### src/rtl/round_robin_lock_arbiter.sv
// Round-robin mutual-exclusion lock: one owner at a time, released by the owner's strobe or by an
// optional hold timeout, with direct handover to the next round-robin requester.
module round_robin_lock_arbiter #(
  parameter int unsigned REQUESTERS  = 4,
  parameter int unsigned TIMEOUT     = 0,
  parameter int unsigned INDEX_WIDTH = $clog2(REQUESTERS),
  parameter int unsigned COUNT_WIDTH = (TIMEOUT > 0) ? $clog2(TIMEOUT + 1) : 1
) (
  input  logic                   clock_i,
  input  logic                   resetn_i,
  input  logic [REQUESTERS-1:0]  acquire_i,
  input  logic [REQUESTERS-1:0]  release_i,
  output logic [REQUESTERS-1:0]  grant_o,
  output logic                   locked_o,
  output logic [INDEX_WIDTH-1:0] owner_o,
  output logic                   timeout_pulse_o
);

  localparam logic [0:0] StIdle   = 1'b0;
  localparam logic [0:0] StLocked = 1'b1;

  localparam int unsigned CountLast = (TIMEOUT > 0) ? TIMEOUT - 1 : 0;

  logic [0:0]             state_q, state_d;
  logic [REQUESTERS-1:0]  grant_q, grant_d;
  logic [INDEX_WIDTH-1:0] owner_q, owner_d;
  logic [INDEX_WIDTH-1:0] ptr_q, ptr_d;
  logic [COUNT_WIDTH-1:0] count_q, count_d;
  logic                   pulse_q, pulse_d;

  logic [REQUESTERS-1:0]  eligible;
  logic [INDEX_WIDTH:0]   idx;
  logic [INDEX_WIDTH-1:0] win;
  logic                   win_valid;
  logic                   free;

  // The current owner never competes for its own handover.
  always_comb begin
    eligible = acquire_i;
    if (state_q == StLocked) begin
      eligible = acquire_i & ~(REQUESTERS'(1) << owner_q);
    end
  end

  always_comb begin
    win_valid = 1'b0;
    win       = '0;
    idx       = '0;
    for (int unsigned i = 0; i < REQUESTERS; i++) begin
      idx = {1'b0, ptr_q} + (INDEX_WIDTH + 1)'(i);
      if (idx >= (INDEX_WIDTH + 1)'(REQUESTERS)) begin
        idx = idx - (INDEX_WIDTH + 1)'(REQUESTERS);
      end
      if (!win_valid && eligible[idx[INDEX_WIDTH-1:0]]) begin
        win_valid = 1'b1;
        win       = idx[INDEX_WIDTH-1:0];
      end
    end
  end

  always_comb begin
    state_d = state_q;
    grant_d = grant_q;
    owner_d = owner_q;
    ptr_d   = ptr_q;
    count_d = count_q;
    pulse_d = 1'b0;
    free    = 1'b0;

    if (state_q == StIdle) begin
      free = 1'b1;
    end else if (release_i[owner_q]) begin
      // Owner release takes precedence over a coincident expiry.
      free = 1'b1;
    end else if (TIMEOUT > 0 && count_q == COUNT_WIDTH'(CountLast)) begin
      free    = 1'b1;
      pulse_d = 1'b1;
    end else if (TIMEOUT > 0) begin
      count_d = count_q + 1'b1;
    end

    if (free) begin
      if (win_valid) begin
        state_d = StLocked;
        grant_d = REQUESTERS'(1) << win;
        owner_d = win;
        ptr_d   = (win == INDEX_WIDTH'(REQUESTERS - 1)) ? '0 : win + 1'b1;
        count_d = '0;
      end else begin
        state_d = StIdle;
        grant_d = '0;
      end
    end
  end

  always_ff @(posedge clock_i or negedge resetn_i) begin
    if (!resetn_i) begin
      state_q <= StIdle;
      grant_q <= '0;
      owner_q <= '0;
      ptr_q   <= '0;
      count_q <= '0;
      pulse_q <= 1'b0;
    end else begin
      state_q <= state_d;
      grant_q <= grant_d;
      owner_q <= owner_d;
      ptr_q   <= ptr_d;
      count_q <= count_d;
      pulse_q <= pulse_d;
    end
  end

  assign grant_o         = grant_q;
  assign locked_o        = (state_q == StLocked);
  assign owner_o         = owner_q;
  assign timeout_pulse_o = pulse_q;

endmodule

### config.mk
export PLATFORM = sky130hd
export DESIGN_NAME = round_robin_lock_arbiter
export DESIGN_NICKNAME = d
export VERILOG_FILES = /design/src/rtl/round_robin_lock_arbiter.sv
export SDC_FILE = /design/constraint.sdc
export NUM_CORES = 1
export LEC_CHECK = 0
export BUFFER_PORTS_ARGS = -buffer_cell sky130_fd_sc_hd__buf_2
export CORE_MARGIN = 1
export CORE_UTILIZATION = 35
export CTS_BUF_LIST = sky130_fd_sc_hd__clkbuf_2 sky130_fd_sc_hd__clkbuf_4 sky130_fd_sc_hd__clkbuf_8
export DETAILED_ROUTE_END_ITERATION = 7
export SLEW_MARGIN = 30
export SYNTH_ARGS = -nofsm -noshare
export SYNTH_HDL_FRONTEND = slang
export SYNTH_SLANG_ARGS = --single-unit
### constraint.sdc
create_clock -name clock_i -period 2.56 [get_ports clock_i]
set_input_delay 0.384 -clock clock_i [delete_from_list [all_inputs] [get_ports clock_i]]
set_output_delay 0.384 -clock clock_i [all_outputs]
set_load 0.02 [all_outputs]
==> implementation parameters <==
Parameter                              Value

Run status
  Status    completed

STA
  Slew Limit Fails    0
  Fmax    0.460 GHz
  Post-route clock skew    slightly below 0.007 ns
  Final hold viol count    0
  Setup TNS Final    0 ns
  Period utilisation layout    85.0%
  Unrepaired setup endpoints after global routing    no
  Tightest hold margin    ~0.48 ns
  Final setup viols    0
  Shortest period the worst path allows    2.18 ns

Global route
  Global routing usage on met2    ~25%
  Overall global routing resource usage    15.8%
  Maximum number of pins on one net before global-route repair    11
  Via count of the first global-routing pass    just over 500
  Global-route wire length before repair    about 2200 µm
  Total gr overflow    0
  Busiest layer in global routing    met2
  Initial antenna violation count    0
  GR Layer Usage met1    between 10% and 20%
  Met3 usage    7.14%

Setup path
  Crit path launch type    flip-flop
  Worst EP arrival    between 2 and 2.5 ns
  Data required time at the worst endpoint    2.74 ns
  Startpoint-to-endpoint class of the critical path    flip-flop to flip-flop
  Crit. End Element    flip-flop
  Highest net fanout along the worst path    10

Clocking
  CTS tree    done
  CTS sink count    9
  Clock buffer depth    2
  Total clock buffers created by CTS    3
  Clk slew on worst S/H paths    about 0.060 ns
  Post-CTS Setup Repair Bufs    0
  Cell chosen for the clock root    sky130_fd_sc_hd__clkbuf_4
  Clk_lat worst skew    around 0.26 ns
  H-tree level count    1

Detailed routing
  Initial drt markers    5
  Number of vias per cell    about 4.9
  DRC errors left    0
  Number of vias after detailed routing    approximately 550
  Wirelength per Cell    roughly 12 µm
  Router iterations before antenna repair    3
  Count of antenna-violating nets left after detailed routing    0
  Drt total wl    about 1300 µm

Layout
  Antenna cell count    0
  Commonest cells after routing, fill and taps aside    sky130_fd_sc_hd__buf_2 (16), sky130_fd_sc_hd__nand2_1 (11), sky130_fd_sc_hd__o21ai_0 (11), sky130_fd_sc_hd__dfrtp_1 (9), sky130_fd_sc_hd__mux2_2 (5)
  Fraction of layout instances using a drive strength above 1    roughly 33%
  Nets    102
  Layout overhead on the synthesized area    19.2%
  Most common library cell in the layout ignoring fill and taps    sky130_fd_sc_hd__buf_2

Floorplanning
  Die Y-Extent    ~46 µm
  Die extent in x    roughly 46 µm
  Std cell rows    15
  Initial core utilization    a little under two fifths
  Number of top-level pins    18
  Placeable Area    1750 µm²
  Die Outline Area    approximately 2100 µm²

Power
  Portion of total power attributed to sequential cells    28.8%
  Switching part of the total power    45.9%
  Combinational cell fraction of total power    between 50% and 60%
  Power spent charging and discharging nets    approximately 0.00046 W
  Power per cell area    around 1300 nW/µm²
  Clock network fraction of design power    12.3%
  Peak supply drop    around 0.00064 V
  Cell internal power dissipation    0.000538 W
  Leak    between 0.3 and 0.4 nW

Place
  Count of buffers from port buffering    16
  Final weighted congestion in routability-driven placement    roughly 0.83
  HPWL after detailed placement    approximately 1000 µm

Yosys
  Share of synthesized area occupied by flip-flops and latches    33.8%
  Mean post-synth cell area    9.65 µm²
  Primary FF master, synth    sky130_fd_sc_hd__dfrtp_1
  Synth Warn #    0
  Mapped Nets    between 80 and 90
  Combined area of all synthesized cells    between 600 and 700 µm²
  Yosys cell types    29
  Post-synthesis register bit count    9
  Number of enable-type register cells in the synthesized netlist    0
  Post-Syn Instances    69
  FFs w/ async S/R, synth    between 90% and 100%

Hold path
  Type of the most critical hold path    flip-flop to flip-flop

Job
  Number of maximum-capacitance constraint violations    0
[Yosys cell counts, types with 2 or more instances]
cell type,count,area share (%)
sky130_fd_sc_hd__dfrtp_1,9,34
sky130_fd_sc_hd__ha_1,4,7.5
sky130_fd_sc_hd__inv_1,2,1.1
sky130_fd_sc_hd__mux2_2,5,8.5
sky130_fd_sc_hd__nand2_1,11,6.2
sky130_fd_sc_hd__nand2b_1,2,1.9
sky130_fd_sc_hd__o21a_1,3,3.4
sky130_fd_sc_hd__o21ai_0,11,8.3
sky130_fd_sc_hd__o22a_1,2,2.6
[critical path, stage by stage (launching register included)]
cell and delay (ns):
sky130_fd_sc_hd__dfrtp_1 0.48, sky130_fd_sc_hd__or3b_1 0.43, sky130_fd_sc_hd__a32o_2 0.28, sky130_fd_sc_hd__a211oi_2 0.30
sky130_fd_sc_hd__o21a_1 0.19, sky130_fd_sc_hd__ha_1 0.18, sky130_fd_sc_hd__o21ai_0 0.08, sky130_fd_sc_hd__o21ai_0 0.14
[what timing repair did]
action,4_1_cts,5_1_grt
hold buffers,1,0
endpoints found under the setup margin,0,0
endpoints found under the hold margin,9,0
resized for setup,0,0
[power by group through the flow]
stage / sequential, W / clock, W / combinational, W
floorplan: 0.000300 / 0 / 0.000463
global placement: 0.000287 / 0 / 0.000586
detailed placement: 0.000290 / 0 / 0.000586
CTS: 0.000288 / 0.000129 / 0.000591
global route: 0.000299 / 0.000138 / 0.000659
finish: 0.000287 / 0.000122 / 0.000586
[path summary, 6_finish.rpt]
| check | slack [ns] | endpoint | depth (start not counted) | startpoint |
|---|---|---|---|---|
| setup reg to reg | 0.38 | grant_o[3] | 7 | owner_o[0] |
| hold reg to reg | 0.48 | grant_o[0] | 2 | grant_o[0] |
| hold / removal | 0.48 | grant_o[0] | 2 | grant_o[0] |
| setup / recovery | 0.38 | grant_o[3] | 7 | owner_o[0] |
| max in group asynchronous | 1.87 | owner_o[0] | 2 | resetn_i |
| min in group asynchronous | 0.50 | grant_o[1] | 2 | resetn_i |
[routing by layer]
layer	share of wire, %	wire [µm]	vias up
li1	-	-	287
met1	47	618	255
met2	48	637	10
met3	4.5	60	2
met4	0.60	8	0
met5	0	0	-
[sequential cells by signal, indices dropped and copies added, names as in the netlist]
signal,count
grant_o,4
owner_o,2
ptr_q,2
locked_o,1
[cells by family (layout without fill, tap and decap cells)]
logic type,after synthesis,after routing,share of synthesized area [%]
AO/OA/AOI/OAI,25,25,29.3
AND/OR/NAND/NOR,19,19,13.9
flip-flops,9,9,33.8
multiplexers,6,6,10.1
buffers and inverters,5,23,4.70
adder cells (fa/ha/maj),4,4,7.52
other,1,1,0.563
[stage by stage]
step	utilization (%)	cell area [µm²]	std cells	worst slack (ns)	total power, W
2_1_floorplan	-	666	69	0.421	0.000762
3_3_place_gp	43.2	753	107	0.434	0.000873
3_5_place_dp	43.2	753	107	0.409	0.000876
4_1_cts	45.4	793	112	0.389	0.00101
5_1_grt	45.4	793	112	0.202	0.00110
6_report	45.4	793	112	0.384	0.000995
[final cells by class]
cell class | instances | area, µm²
fill | 183 | 952
multi-input combinational | 55 | 409
sequential | 9 | 225
timing repair buffer | 17 | 90.1
tap | 25 | 31.3
clock buffer | 4 | 30.0
inverter | 2 | 7.51
Note: power is estimated with default switching activity, not from simulation.
